<file path="config.mk">
export PLATFORM = sky130hd
export DESIGN_NAME = instruction_fetch_unit
export DESIGN_NICKNAME = d
export VERILOG_FILES = /design/src/rtl/instruction_fetch_unit.sv
export SDC_FILE = /design/constraint.sdc
export NUM_CORES = 1
export LEC_CHECK = 0
export ABC_CLOCK_PERIOD_IN_PS = 3700
export BUFFER_PORTS_ARGS = -buffer_cell sky130_fd_sc_hd__buf_2
export CAP_MARGIN = 20
export CORE_ASPECT_RATIO = 1.2
export CORE_MARGIN = 4
export CORE_UTILIZATION = 37
export CTS_CLUSTER_DIAMETER = 150
export DETAILED_ROUTE_END_ITERATION = 16
export PLACE_DENSITY_LB_ADDON = 0.3
export RECOVER_POWER = 50
export REMOVE_ABC_BUFFERS = 1
export SLEW_MARGIN = 15
export SYNTH_ARGS = -nofsm -noshare
export SYNTH_HDL_FRONTEND = slang
export SYNTH_SLANG_ARGS = --single-unit
</file>
<file path="constraint.sdc">
create_clock -name clk -period 3.7 [get_ports clk]
set_input_delay 0.74 -clock clk [delete_from_list [all_inputs] [get_ports clk]]
set_output_delay 0.74 -clock clk [all_outputs]
set_load 0.05 [all_outputs]
</file>
<file path="src/rtl/instruction_fetch_unit.sv">
// instruction_fetch_unit
//   IF stage of the 5-stage RISC-V pipeline. Owns the PC, requests words from
//   the instruction cache, rides out busy cycles, applies redirects from
//   execute and drives the registered IF/ID slot. A one-entry skid buffer
//   holds a word that lands while decode is stalled.
// Ports
//   clk, reset            : rising-edge clock, async active-low reset
//   stall                 : decode hazard hold, IF/ID frozen while high
//   branch_jump_taken,
//   branch_target         : redirect request/target from execute
//   i_mem_read/address    : cache request (address stable while busy)
//   i_mem_readdata/busy   : cache response / not-yet-accepted
//   instruction_out, pc_out, pc_plus4_out, instr_valid : IF/ID slot
module instruction_fetch_unit #(
  parameter logic [31:0] RESET_PC  = 32'h0000_0000,
  parameter logic [31:0] NOP_INSTR = 32'h0000_0013
) (
  input  logic        clk,
  input  logic        reset,
  input  logic        stall,
  input  logic        branch_jump_taken,
  input  logic [31:0] branch_target,
  output logic        i_mem_read,
  output logic [31:0] i_mem_address,
  input  logic [31:0] i_mem_readdata,
  input  logic        i_mem_busy,
  output logic [31:0] instruction_out,
  output logic [31:0] pc_out,
  output logic [31:0] pc_plus4_out,
  output logic        instr_valid
);

  typedef enum logic {FETCH, DISCARD} state_t;

  typedef struct packed {
    logic [31:0] instr;
    logic [31:0] pc;
    logic        valid;
  } ifid_t;

  state_t      state_q, state_d;
  logic [31:0] fetch_pc_q, fetch_pc_d;
  logic [31:0] redirect_pc_q, redirect_pc_d;
  logic        skid_valid_q, skid_valid_d;
  logic [31:0] skid_instr_q, skid_instr_d;
  logic [31:0] skid_pc_q, skid_pc_d;
  ifid_t       ifid_q, ifid_d;
  logic        accept;

  // No request while the skid holds a word; in DISCARD the old request is
  // kept up so the cache sees a stable address until it finishes.
  assign i_mem_read    = reset & (((state_q == FETCH) & ~skid_valid_q) | (state_q == DISCARD));
  assign i_mem_address = fetch_pc_q;
  assign accept        = i_mem_read & ~i_mem_busy;

  assign instruction_out = ifid_q.instr;
  assign pc_out          = ifid_q.pc;
  assign instr_valid     = ifid_q.valid;
  assign pc_plus4_out    = ifid_q.pc + 32'd4;

  always_comb begin
    state_d       = state_q;
    fetch_pc_d    = fetch_pc_q;
    redirect_pc_d = redirect_pc_q;
    skid_valid_d  = skid_valid_q;
    skid_instr_d  = skid_instr_q;
    skid_pc_d     = skid_pc_q;
    ifid_d        = ifid_q;

    if (branch_jump_taken) begin
      // Redirect beats stall; anything accepted this cycle is dropped.
      ifid_d.valid = 1'b0;
      ifid_d.instr = NOP_INSTR;
      skid_valid_d = 1'b0;
      if (i_mem_read & i_mem_busy) begin
        redirect_pc_d = branch_target;
        state_d       = DISCARD;
      end else begin
        fetch_pc_d = branch_target;
        state_d    = FETCH;
      end
    end else if (state_q == DISCARD) begin
      ifid_d.valid = 1'b0;
      ifid_d.instr = NOP_INSTR;
      if (~i_mem_busy) begin
        fetch_pc_d = redirect_pc_q;
        state_d    = FETCH;
      end
    end else if (accept & ~stall) begin
      ifid_d     = '{instr: i_mem_readdata, pc: fetch_pc_q, valid: 1'b1};
      fetch_pc_d = fetch_pc_q + 32'd4;
    end else if (accept) begin
      skid_valid_d = 1'b1;
      skid_instr_d = i_mem_readdata;
      skid_pc_d    = fetch_pc_q;
      fetch_pc_d   = fetch_pc_q + 32'd4;
    end else if (~stall & skid_valid_q) begin
      ifid_d       = '{instr: skid_instr_q, pc: skid_pc_q, valid: 1'b1};
      skid_valid_d = 1'b0;
    end else if (~stall) begin
      ifid_d.valid = 1'b0;
      ifid_d.instr = NOP_INSTR;
    end
  end

  always_ff @(posedge clk or negedge reset) begin
    if (!reset) begin
      state_q       <= FETCH;
      fetch_pc_q    <= RESET_PC;
      redirect_pc_q <= '0;
      skid_valid_q  <= 1'b0;
      skid_instr_q  <= '0;
      skid_pc_q     <= '0;
      ifid_q        <= '{instr: NOP_INSTR, pc: 32'd0, valid: 1'b0};
    end else begin
      state_q       <= state_d;
      fetch_pc_q    <= fetch_pc_d;
      redirect_pc_q <= redirect_pc_d;
      skid_valid_q  <= skid_valid_d;
      skid_instr_q  <= skid_instr_d;
      skid_pc_q     <= skid_pc_d;
      ifid_q        <= ifid_d;
    end
  end

endmodule

</file>
## Word level (Yosys, flattened, before mapping)

Cells that the tools add are included.

| cells by class | value |
|---|---|
| equality and inequality tests | 7 |
| bitwise logic cells | 13 |
| reduce and logical (&&, ||, !) cells | 9 |
| mux-type cells | 26 |
| add/sub/neg operators | 2 |

Operator list:

| operator | number |
|---|---|
| 32-bit two-way mux | 11 |
| 65-bit two-way mux | 2 |
| 32-bit by 3-bit adder with 32-bit output, second input constant | 2 |
| 1-bit two-way mux | 13 |
| 4-bit AND reduction | 2 |
| 1-bit bitwise AND | 6 |
| 2-bit != test, second input constant | 3 |
| 1-bit inverter | 6 |
| 3-bit AND reduction | 2 |
| 5-bit by 1-bit != test with 1-bit output, second input constant | 1 |
| 4-bit by 3-bit != test with 1-bit output, second input constant | 1 |
| 2-bit AND reduction | 2 |
| 4-bit nonzero test | 1 |
| 3-bit != test, second input constant | 1 |
| 3-bit nonzero test | 1 |
| 2-bit by 1-bit != test with 1-bit output, second input constant | 1 |
| 2-bit nonzero test | 1 |
| 1-bit OR | 1 |

| storage, ports and cells | value |
|---|---|
| output and inout bits | 130 |
| logic and storage cells | 66 |
| input bits | 69 |
| bits in registers | 195 |

## Longest topological paths before layout

| logic depth | value |
|---|---|
| depth after elaboration | 9 |
| gate-level depth with buffers | 9 |

## Worst setup path before layout

No wires, ideal clock.

| timing | value |
|---|---|
| path type | reg-to-output |
| from | register ifid_q (netlist bit pc_out[2]) |
| to | output port pc_plus4_out[28] |
| required time | 2.960 ns |
| buffers on the path | 1 |
| arrival time | 2.650 ns |
| cell stages (with the launch flop) | 8 |
| path slack | 0.310 ns |
| path through | dfrtp_1 -> ha_1 -> nand3_1 -> nor2_1 -> and3b_1 -> clkbuf_1 -> nand4_1 -> xnor2_1 |

| between the ends | value |
|---|---|
| word-level cells in the longest chain between the ends | 1 |

RTL lines:

| what | RTL line | text |
|---|---|---|
| from (decl) | 47 | `ifid_t ifid_q, ifid_d;` |
| from (signal assigned) | 114 | `ifid_q <= '{instr: NOP_INSTR, pc: 32'd0, valid: 1'b0};` |
| from (signal assigned) | 122 | `ifid_q <= ifid_d;` |
| 32-bit by 3-bit adder with 32-bit output | 59 | `assign pc_plus4_out = ifid_q.pc + 32'd4;` |
| to (decl) | 29 | `output logic [31:0] pc_plus4_out,` |

No other way between the ends.

## Worst setup path after layout

| timing | value |
|---|---|
| from | register ifid_q (netlist bit pc_out[2]) |
| to | output port pc_plus4_out[20] |

The elaborated chain is that of the path after synthesis.

==> summary.md <==
| Metric | Value |
|---|---|
| Syn. warnings | `0` |
| Dpl cell area | `10,600 um^2` |
| Post-Syn Instances | `838` |
| Row count | `63` |
| Total Power | `7500 uW` |
| Post-layout min period | `3390 ps` |
| Remaining antenna violation count | `0` |
| DR WL/cell | `19.1 um` |
| Largest net degree at the start of global routing | `193` |
| Total number of vias | `7,297` |
| Die Span Y | `182 um` |
| Full die area | `27,700 um^2` |
| Largest buffer count on any clock path | `2` |
| Post-synthesis sequential area ratio | `52.6%` |
| Vias in the first global route | `7,168` |
| Hold_ws | `226 ps` |
| RSZ-0062 raised after global routing | `false` |
| Initial Utilization | `37.5%` |
| Async set-reset flop share out of synthesis | `100%` |
| Hold Path Class | `primary input to async pin` |
| Failing checks | `max-capacitance violations, max-slew violations` |
| H-tree depth | `4` |
| WP data arrival | `2650 ps` |
| Relative slew slack | `-30.0%` |
| Top Ports | `199` |
| Final core occ | `44.9%` |
| Max Cap Viol | `2` |
| Overflow after GRT | `0` |
| Post-CTS Hold Buffers | `0` |
| Post-synth design cell area | `9290 um^2` |
| Syn avg cell area | `11.1 um^2` |
| IO buf count | `198` |
| Final period utilization | `91.7%` |
| Post-CTS setup buffer count | `0` |
| Num CTS Buffers | `17` |
| Crit-path max FO | `7` |
| Worst Setup SP | `pc_out[2]$_DFFE_PN0P_` |
| Crit Path Category | `register to primary output` |
| Setup TNS | `0 ps` |
| Area delta synth->final | `19.7%` |
| Final instance area | `11,100 um^2` |
| Root buffer cell | `clkbuf_16` |
| GPL Wtd Cong | `0.828` |
| Final setup violation count | `0` |
| Synthesized flop and latch total | `195` |
| Remaining DRCs | `0` |
| Pwr/cell area | `674 nW/um^2` |
| Slew Viols, Final | `70` |
| GRT Overall Usage | `18.4%` |
| First-pass GRT wire length | `41.4 mm` |
| Total wire length | `25.7 mm` |
| Worst skew pair latency | `430 ps` |
| Status | `finished with violations` |
| Core area | `24,800 um^2` |
| Layout cells sized above 1 | `29.6%` |
| Max Fclk | `295 MHz` |
| Post-CTS sizing | `0` |
| Max VDD drop | `0.000279 V` |
| Post-synth EDFFs | `0` |
| Yosys cell types | `56` |
| Antenna cells | `0` |
| Die X | `153 um` |
| First drt pass iteration count | `6` |
| Commonest non-fill, non-tap cells in the layout | `192 x dfrtp_1, 149 x buf_2, 92 x mux2_2, 71 x o21ai_0, 68 x nand2_1` |
| Leak | `0.00488 uW` |
| Most common library cell in the layout ignoring fill and taps | `dfrtp_1` |
| CP Capture Type | `primary output` |
| Worst Skew | `9.48 ps` |
| Initial antenna violation count | `0` |
| Clock transition at path regs | `70 ps` |
| CP required | `2960 ps` |
| Main synth FF type | `dfrtp_1` |
| Worst-Margin Slew | `1950 ps` |
| CTS tree | `yes` |
| Dpl hpwl | `17.8 mm` |
| Sink Count | `195` |
| Final hold vios | `0` |
| Vias per cell | `5.41` |
| Worst setup SP type | `register` |
| Starting DRT DRC Count | `726` |
| Layout Nets | `1,082` |
| Filler cell count in the final layout | `2,433` |
| Worst r2r src | `state_q$_DFF_PN0_` |
stage by stage:
step	cells	setup slack (ps)
2_1_floorplan	773	-432
3_3_place_gp	1317	756
3_5_place_dp	1317	711
4_1_cts	1348	224
5_1_grt	1348	149
6_report	1348	307
path summary, 6_finish.rpt:
kind,endpoint,slack (ps),cells past startpoint
min,skid_valid_q$_DFFE_PN0P_,230,1
max,pc_plus4_out[20],310,7
min in group clk,skid_pc_q[11]$_DFFE_PN0P_,480,2
max in group asynchronous,i_mem_address[30]$_DFFE_PN0P_,2080,2
max reg2reg,skid_pc_q[25]$_DFFE_PN0P_,370,5
min reg2reg,skid_pc_q[11]$_DFFE_PN0P_,480,2
cell families (layout without fill, tap and decap cells):
kind of cell / Yosys count / in the layout / synth area share, %
xor+xnor: 28 / 28 / 2.64
simple gates: 213 / 213 / 11.1
compound gates: 195 / 195 / 14.6
buf+inv: 78 / 263 / 3.85
flops: 195 / 195 / 52.6
mux: 127 / 127 / 14.9
fa+ha+maj: 2 / 2 / 0.269
cell type report:
class / instances / area [um^2] / share of cell area [%]
clock buffers: 21 / 470 / 4.23
clock inverters: 10 / 125 / 1.12
inverters: 13 / 48.8 / 0.439
multi-input cells: 565 / 4070 / 36.6
flip-flops and latches: 195 / 4880 / 43.9
well taps: 325 / 407 / 3.66
repair buffers: 219 / 1120 / 10.0
power by group:
group | internal [uW] | switching [uW]
combinational | 711 | 1850
sequential | 2610 | 450
clock | 1060 | 822
metal layers:
layer	up-vias	global-route usage (%)	share of wire [%]
met5	-	0	0
met1	3607	25.2	44
met3	31	3.60	5.3
met4	0	5.78	2.1
li1	3447	-	-
met2	212	29.8	49
synth_stat cells (4+ instances only):
cell type,n,area share (%)
a22o_1,6,0.57
and3_1,9,0.61
buf_4,8,0.65
buf_2,28,1.5
o31ai_1,4,0.32
nand2_1,68,2.7
a222oi_1,36,3.9
o22a_1,5,0.47
o21a_1,4,0.32
or3_1,6,0.40
nor3_1,6,0.32
a22oi_1,11,0.89
o21ai_1,4,0.22
xnor2_1,24,2.3
buf_1,5,0.20
nor2_1,60,2.4
o21ai_0,71,3.8
mux2_2,92,11
a32o_1,5,0.54
a21oi_1,19,1.0
nand4_1,18,1.2
o22ai_1,6,0.40
and4_1,8,0.75
nand3_1,21,1.1
inv_1,12,0.48
clkbuf_1,24,0.97
dfrtp_1,192,52
a31oi_1,6,0.40
xor2_1,4,0.38
mux2i_1,35,3.8
critical path: stages (launching register included):
cell and delay, ps:
dfrtp_1 430, ha_1 210, nand3_1 170, nor2_1 250, and3b_1 420, nand4_1 160, xnor2_1 260, buf_2 320
sequential cells by signal (all words and copies together) (netlist names):
name             count
pc_out              32
skid_pc_q           32
i_mem_address       32
skid_valid_q         1
skid_instr_q        32
redirect_pc_q       32
instruction_out     32
state_q              1
instr_valid          1
Note: power is estimated with default switching activity, not from simulation.
